<file path="config.mk">
export PLATFORM = sky130hd
export DESIGN_NAME = regfile_wb_arbiter
export DESIGN_NICKNAME = d
export VERILOG_FILES = /design/src/rtl/regfile_wb_arbiter.sv
export SDC_FILE = /design/constraint.sdc
export NUM_CORES = 1
export LEC_CHECK = 0
export BUFFER_PORTS_ARGS = -buffer_cell sky130_fd_sc_hd__buf_2
export CORE_MARGIN = 10
export CORE_UTILIZATION = 35
export DETAILED_ROUTE_END_ITERATION = 7
export SLEW_MARGIN = 40
export SYNTH_ARGS = -nofsm -noshare
export SYNTH_HDL_FRONTEND = slang
export SYNTH_SLANG_ARGS = --single-unit
</file>
<file path="constraint.sdc">
create_clock -name clk -period 3.3 [get_ports clk]
set_input_delay 0.495 -clock clk [delete_from_list [all_inputs] [get_ports clk]]
set_output_delay 0.495 -clock clk [all_outputs]
set_load 0.02 [all_outputs]
</file>
<file path="src/rtl/regfile_wb_arbiter.sv">
// -----------------------------------------------------------------------------
// regfile_wb_arbiter
//
// Shares the register file's single write port between in-order pipeline
// writeback and a long-latency unit (divider, HI/LO, cache-miss load return).
//
// Behaviour summary:
//   - Pipeline writeback always wins the port and is never stalled.
//   - One long-latency result is buffered and written on the first cycle the
//     pipeline leaves the port idle.
//   - A scoreboard of destinations with outstanding long-latency writes drives
//     the decode hazard stall.
//   - A starvation counter requests a pipeline bubble when the buffered result
//     keeps losing arbitration.
//
// Ports:
//   clk, rst                       clock, synchronous active-high reset
//   pipe_valid_i/addr_i/data_i     pipeline writeback (always accepted)
//   lu_valid_i/addr_i/data_i       long-latency result offer
//   lu_ready_o                     buffer can accept a long-latency result
//   issue_i, issue_addr_i          long-latency op issue and its destination
//   issue_ok_o                     destination is not already pending
//   chk_en1_i/addr1_i              decode source operand 1 check
//   chk_en2_i/addr2_i              decode source operand 2 check
//   chk_dst_en_i, chk_dst_i        decode destination check
//   stall_o                        decode hazard on a pending register
//   drain_req_o                    request one pipeline writeback bubble
//   we_o, waddr_o, wdata_o         register file write port
// -----------------------------------------------------------------------------
module regfile_wb_arbiter #(
  parameter int unsigned STARVE_LIMIT = 4
) (
  input  logic        clk,
  input  logic        rst,
  input  logic        pipe_valid_i,
  input  logic [4:0]  pipe_addr_i,
  input  logic [31:0] pipe_data_i,
  input  logic        lu_valid_i,
  input  logic [4:0]  lu_addr_i,
  input  logic [31:0] lu_data_i,
  output logic        lu_ready_o,
  input  logic        issue_i,
  input  logic [4:0]  issue_addr_i,
  output logic        issue_ok_o,
  input  logic        chk_en1_i,
  input  logic [4:0]  chk_addr1_i,
  input  logic        chk_en2_i,
  input  logic [4:0]  chk_addr2_i,
  input  logic        chk_dst_en_i,
  input  logic [4:0]  chk_dst_i,
  output logic        stall_o,
  output logic        drain_req_o,
  output logic        we_o,
  output logic [4:0]  waddr_o,
  output logic [31:0] wdata_o
);

  localparam logic [3:0] LP_STARVE_LIMIT = 4'(STARVE_LIMIT);
  localparam logic [3:0] LP_STARVE_MAX   = 4'hF;

  // Buffered long-latency result.
  logic        r_buf_valid;
  logic [4:0]  r_buf_addr;
  logic [31:0] r_buf_data;

  // Scoreboard; bit 0 is never set, so r0 can never be pending.
  logic [31:0] r_pending;

  // Consecutive cycles the buffered result has lost the port.
  logic [3:0]  r_starve;

  logic        w_buf_grant;
  logic        w_lu_accept;
  logic        w_issue_set;
  logic [31:0] w_clr_mask;
  logic [31:0] w_set_mask;
  logic [31:0] w_pend_eff;

  // The buffer only gets the port when the pipeline leaves it idle.
  assign w_buf_grant = !rst && r_buf_valid && !pipe_valid_i;

  // A full buffer can still accept when it drains on this same edge.
  assign lu_ready_o  = !rst && (!r_buf_valid || w_buf_grant);
  assign w_lu_accept = lu_valid_i && lu_ready_o;

  assign issue_ok_o  = rst || (issue_addr_i == 5'd0) || !r_pending[issue_addr_i];
  assign w_issue_set = issue_i && issue_ok_o && (issue_addr_i != 5'd0);

  always_comb begin
    // NOTE: every combinational output gets a default first so no path
    // through the if/else leaves it unassigned and infers a latch.
    we_o    = 1'b0;
    waddr_o = 5'd0;
    wdata_o = 32'd0;
    if (!rst) begin
      if (pipe_valid_i) begin
        we_o    = 1'b1;
        waddr_o = pipe_addr_i;
        wdata_o = pipe_data_i;
      end else if (r_buf_valid) begin
        we_o    = 1'b1;
        waddr_o = r_buf_addr;
        wdata_o = r_buf_data;
      end
    end
  end

  always_comb begin
    w_clr_mask = 32'd0;
    w_set_mask = 32'd0;
    if (w_buf_grant && (r_buf_addr != 5'd0)) w_clr_mask[r_buf_addr] = 1'b1;
    if (w_issue_set) w_set_mask[issue_addr_i] = 1'b1;
  end

  // The register being written this cycle reaches decode through the
  // register file write bypass, so it no longer needs to stall.
  assign w_pend_eff = r_pending & ~w_clr_mask;

  assign stall_o = !rst && ((chk_en1_i    && w_pend_eff[chk_addr1_i]) ||
                            (chk_en2_i    && w_pend_eff[chk_addr2_i]) ||
                            (chk_dst_en_i && w_pend_eff[chk_dst_i]));

  assign drain_req_o = !rst && r_buf_valid && (r_starve >= LP_STARVE_LIMIT);

  // NOTE: all state below uses non-blocking assignments so every register
  // samples the pre-edge values of the others, independent of statement order.
  always_ff @(posedge clk) begin
    if (rst) begin
      // NOTE: the scoreboard is reset even though it is array-like state; a
      // stale pending bit would stall decode forever. The buffer payload is
      // qualified by r_buf_valid and needs no reset.
      r_buf_valid <= 1'b0;
      r_pending   <= 32'd0;
      r_starve    <= 4'd0;
    end else begin
      if (w_lu_accept) begin
        r_buf_valid <= 1'b1;
        r_buf_addr  <= lu_addr_i;
        r_buf_data  <= lu_data_i;
      end else if (w_buf_grant) begin
        r_buf_valid <= 1'b0;
      end

      // Set and clear never target the same register: issue_ok_o is low
      // for a pending destination.
      r_pending <= (r_pending & ~w_clr_mask) | w_set_mask;

      // A valid buffer that is not granted has necessarily lost to the pipe.
      if (!r_buf_valid || w_buf_grant) begin
        r_starve <= 4'd0;
      end else if (r_starve != LP_STARVE_MAX) begin
        r_starve <= r_starve + 4'd1;
      end
    end
  end

endmodule

</file>
Word level (Yosys, flattened, before mapping)
Index checks and enable logic that the tools add are counted.
{"block": "totals", "wordCells": 73, "romBits": 0, "inputBits": 102, "mem_count": 0, "latch_bits": 0, "regBits": 74, "ram_bits": 0, "out_inout_bits": 42}
{"block": "classes", "magnitude_cmp": 8, "reduce_logical": 29, "n_addsub": 1, "n_eq_ne": 1, "bitwise_logic": 4, "n_div": 0, "muxes": 25, "n_mul": 0, "shifts": 0}
{"cell": "$mux 32", "n": 5}
{"cell": "$and 32x32->32", "n": 1}
{"cell": "$not 32->32", "n": 1}
{"cell": "$or 32x32->32", "n": 1}
{"cell": "$lt 5x6->1 const B", "n": 5}
{"cell": "$bmux 1 s5", "n": 4}
{"cell": "$mux 5", "n": 3}
{"cell": "$logic_and 1x1->1", "n": 14}
{"cell": "$mux 1", "n": 11}
{"cell": "$demux 1 s5", "n": 2}
{"cell": "$ge 5x1->1 const B", "n": 2}
{"cell": "$reduce_bool 5->1", "n": 2}
{"cell": "$logic_not 5->1", "n": 1}
{"cell": "$logic_or 1x1->1", "n": 5}
{"cell": "$add 4x1->4 const B", "n": 1}
{"cell": "$ge 4x3->1 const B", "n": 1}
{"cell": "$logic_not 1->1", "n": 4}
{"cell": "$ne 4x4->1 const B", "n": 1}
{"cell": "$reduce_and 2->1", "n": 1}
{"cell": "$reduce_bool 2->1", "n": 1}
{"cell": "$reduce_or 2->1", "n": 1}
{"cell": "$not 1->1", "n": 1}

Logic depth before layout (Yosys ltp)
{"block": "logic_depth", "depth_word": 13, "depth_mapped": 9, "ltp_nobuf": 7}

Worst setup path before layout
No wires, ideal clock.
{"block": "synth_path", "kind": "input port to flip-flop", "from": "input port rst", "to": "register r_buf_addr[0], enable pin", "slack_ns": 0.036, "stages": 4, "setup_ns": 0.444, "n_path_buf": 2, "required_time_ns": 2.856, "t_arrival_ns": 2.820, "path_cell_list": "buf_2 > clkbuf_1 > nand2b_1 > a21oi_1"}
{"block": "synth_via", "elab_chain_cells": 7, "elab_cells_between_ends": 8, "classes_between": "bitwise: 1; reduce/logical: 7"}
{"element": "from (decl)", "line_no": "34", "rtl": "input logic rst,"}
{"element": "$logic_not 1->1", "line_no": "80, 83"}
{"element": "$logic_and 1x1->1 (2 in a row)", "line_no": "80", "rtl": "assign w_buf_grant = !rst && r_buf_valid && !pipe_valid_i;"}
{"element": "$logic_or 1x1->1", "line_no": "83", "rtl": "assign lu_ready_o = !rst && (!r_buf_valid || w_buf_grant);"}
{"element": "$logic_and 1x1->1", "line_no": "83"}
{"element": "$logic_and 1x1->1", "line_no": "84", "rtl": "assign w_lu_accept = lu_valid_i && lu_ready_o;"}
{"element": "$reduce_and 2->1 (no line) (*)"}
{"element": "to (signal assigned)", "line_no": "138", "rtl": "r_buf_addr <= lu_addr_i;"}
{"element": "to (decl)", "line_no": "63", "rtl": "logic [4:0] r_buf_addr;"}
Mark *: on every way between the ends. The rest lies on a longest branch, timed or not.
A chain may end at the register's enable or synchronous reset.

Worst setup path after layout
{"block": "layout_path", "from": "register r_buf_addr[1]", "to": "output port stall_o"}
{"block": "layout_via", "elab_chain_cells": 13, "elab_cells_between_ends": 22, "classes_between": "order compare: 2; mux: 9; bitwise: 2; reduce/logical: 9"}
{"element": "$lt 5x6->1 (implied by the code) / $ge 5x1->1 (equally long branches)", "line_no": "111", "rtl": "if (w_buf_grant && (r_buf_addr != 5'd0)) w_clr_mask[r_buf_addr] = 1'b1;"}
{"element": "$logic_and 1x1->1 (implied by the code)", "line_no": "111"}
{"element": "$mux 1 (implied by the code)", "line_no": "111"}
{"element": "$demux 1 s5", "line_no": "111"}
{"element": "$mux 32 (*)", "line_no": "111"}
{"element": "$not 32->32 (*)", "line_no": "117", "rtl": "assign w_pend_eff = r_pending & ~w_clr_mask;"}
{"element": "$and 32x32->32 (*)", "line_no": "117"}
{"element": "$bmux 1 s5 (on tied branches)", "line_no": "119, 120"}
{"element": "$mux 1 (on tied branches)", "line_no": "119, 120"}
{"element": "$logic_and 1x1->1 (on tied branches)", "line_no": "119, 120"}
{"element": "$logic_or 1x1->1", "line_no": "119", "rtl": "assign stall_o = !rst && ((chk_en1_i && w_pend_eff[chk_addr1_i]) ||"}
{"element": "$logic_or 1x1->1 (*)", "line_no": "120", "rtl": "(chk_en2_i && w_pend_eff[chk_addr2_i]) ||"}
{"element": "$logic_and 1x1->1 (*)", "line_no": "119"}
{"element": "to (decl)", "line_no": "51", "rtl": "output logic stall_o,"}
Mark *: on every way between the ends. The rest lies on a longest branch, timed or not. The select of a mux whose other input is x is not followed.

==> run metrics <==
status=finished, violations left; failing checks=setup timing; Worst Hold Class=input port to flop; Post-DP HPWL=13.2 mm; CP Capture Point=stall_o; Fill cells=1224; RSZ-0062 raised after global routing=true; clk_lat worst skew=0.34 ns; CTS root buffer=clkbuf_16; Post-Syn Nets=554; Seq/Total Area, Yosys=41.0%; Syn-to-layout area delta=34.4%; clk buf depth=2; Max FO, Critical Path=7; CTS tree=done; arrival time worst endpoint=2.95 ns; top_reg_cell synth=edfxtp_1; mapped cell area=4520 sq um; n_diodes=0; Synth cell types=69; total die area=17800 sq um; Post-synth EDFFs=37; Cells after Synth=451; initial drt markers=331; area of the multi-input gates=2520 sq um; vias in the first global route=4678; first-pass GRT wire length=26.1 mm; Die X-Extent=134 um; Max Slew Vio Count=0; Placed Instance Area=5720 sq um; Crit Reg-Reg Endpoint=r_pending[2]$_SDFF_PP0_; share of cells above drive strength 1=41.7%; max_cap viols=0; Slew @ Worst Pin=0.784 ns; Critical Path RT=2.80 ns; clk sink count=74; Reg2Reg Depth=6; Design Area, Final=6070 sq um; die height=134 um; number of synthesized register bits=74; Max-slew headroom=47.6%; syn avg cell area=10.0 sq um; area leader, netlist=edfxtp_1; largest net degree at the start of global routing=38; Worst Setup End Kind=output port; Worst setup SP type=flop; Core Area=12600 sq um; IO buf count=143; DRC=0; endpoints failing setup=1; crit path time final=3.45 ns; Peak VDD IR=0.357 mV; flop2flop setup slack=0.96 ns; overall power=2.36 mW; initial core utilization=35.8%; Ports=144; synth warn=0; clock slew at reported path FFs=0.06 ns; Final ANT Viol Nets=0; top cell type's share of synthesized area=24.6%; Synth async-reset ratio=0%; Min-Delay Startpoint=lu_data_i[9]; htree depth=3; CP Class=flop to output port; Final Core Density=48.1%; routed len/inst=21.1 um; Achievable Freq=290 MHz; Core Rows=41; Leak=2.42 nW; Vias/cell=5.65; total wire length=16.9 mm; gr ovfl total=0; Detailed Routing Iterations Pass 1=5; worst clock skew=0.0104 ns; CTS Buf Count=9; critical path launch point=r_buf_addr[1]$_DFFE_PP_; RR Startpoint=r_pending[13]$_SDFF_PP0_; vias=4521; initial antenna violation count=1; final hold violation count=0; PwrDens=389 nW/um^2; GRT Overall Usage=18.5%; Final Cycle Share=105%; routability-driven placement congestion ratio=0.932; synth top area cells=edfxtp_1 (25%), dfxtp_1 (16%), mux4_2 (9.0%), a22o_1 (7.2%), a21oi_1 (4.1%); register area=1850 sq um; worst setup margin=-0.150 ns; NumNets Final=726
## layer usage
metal  wire (um)  global-route usage [%]  vias to the layer above
li1            -                       -                     2100
met1        6990                    22.6                     2144
met2        7710                    28.8                      253
met3        1810                    6.84                       22
met4         330                    7.26                        2
met5          17                       0                        -
## power breakdown
part | total (mW) | switching (mW) | internal, mW
clock network | 0.992 | 0.405 | 0.587
logic | 0.362 | 0.211 | 0.152
registers | 1.01 | 0.0143 | 0.995
## synthesized netlist by cell type, types with 7 or more instances
cell type  count
dfxtp_1       37
nor2_1        30
inv_1          7
edfxtp_1      37
mux4_2        18
a21oi_1       37
clkbuf_1      32
nand2_1       45
nor3_1         7
o21ai_1        8
mux2i_1       14
o21ai_0       22
a22o_1        37
## metrics by stage
step	setup slack [ns]	TNS, ns	hold slack [ns]	cells
floorplan	0.0361	0	0.436	451
global placement	-0.0329	-0.0329	0.512	783
detailed placement	-0.0292	-0.0292	0.514	783
CTS	-0.160	-0.160	0.310	800
global route	-0.243	-0.243	0.309	800
finish	-0.150	-0.150	0.322	800
## worst min-delay path by stage
stage	endpoint	slack [ns]	depth (start not counted)
6_report	r_buf_data[9]$_DFFE_PP_	0.32	1
3_5_place_dp	r_pending[30]$_SDFF_PP0_	0.51	2
3_3_place_gp	r_starve[2]$_SDFFE_PP0P_	0.51	2
5_1_grt	r_buf_data[29]$_DFFE_PP_	0.31	1
2_1_floorplan	r_pending[0]$_SDFF_PP0_	0.44	2
4_1_cts	r_buf_data[9]$_DFFE_PP_	0.31	1
## cell type report
class | count | share of cell area, %
repair buffers | 201 | 19.1
inverters | 9 | 0.556
clock inverters | 6 | 1.09
multi-input cells | 328 | 41.5
clock buffers | 10 | 3.77
flip-flops and latches | 74 | 30.5
well taps | 172 | 3.54
## repair_timing
action	CTS	global route
setup endpoints to repair	1	1
pin swaps	0	1
hold buffers	0	0
buffers inserted	1	0
gates resized for setup	7	6
## worst max-delay path, stage by stage, from the launching register on
cell and delay (ns):
edfxtp_1 0.49, or4b_4 0.61, o21a_1 0.22, mux4_2 0.47, o211ai_2 0.17, a311o_2 0.19
a31oi_1 0.04, a211o_1 0.28, buf_6 0.15
## sequential cells by signal, indices dropped and copies added, names as in the netlist
name	count
r_buf_valid	1
r_buf_data	32
r_starve	4
r_buf_addr	5
r_pending	32
## cell families (layout without fill, tap and decap cells)
kind of cell	Yosys count	in the layout	share of synthesized area (%)
flip-flops	74	74	41.0
buffers and inverters	49	226	4.49
AND/OR/NAND/NOR	146	146	18.6
XOR/XNOR	1	1	0.194
adder cells (fa/ha/maj)	1	1	0.277
AO/OA/AOI/OAI	143	143	21.8
multiplexers	37	37	13.7
## cell usage in the layout, fill, tap and decap left out, types with 3 or more instances in the layout
cell       instances
nand2b_1           5
inv_1              7
a32oi_1            3
o21a_1             3
nand2_1           45
mux2i_1           14
o21ai_0           20
buf_4             58
nand3_1            6
a22o_1            37
edfxtp_1          37
nor4b_1            5
mux2_2             4
dfxtp_1           37
buf_2            142
o21ai_1            9
mux4_2            18
nor2b_1            4
o31a_1             3
a21oi_1           36
o22ai_1            4
nand4_1            5
nor2_1            29
o211ai_1           3
nand4b_1           3
clkbuf_16          9
nand3b_1           5
nor3_1             7
or4b_4             4
Power figures use the tool's default switching activity.
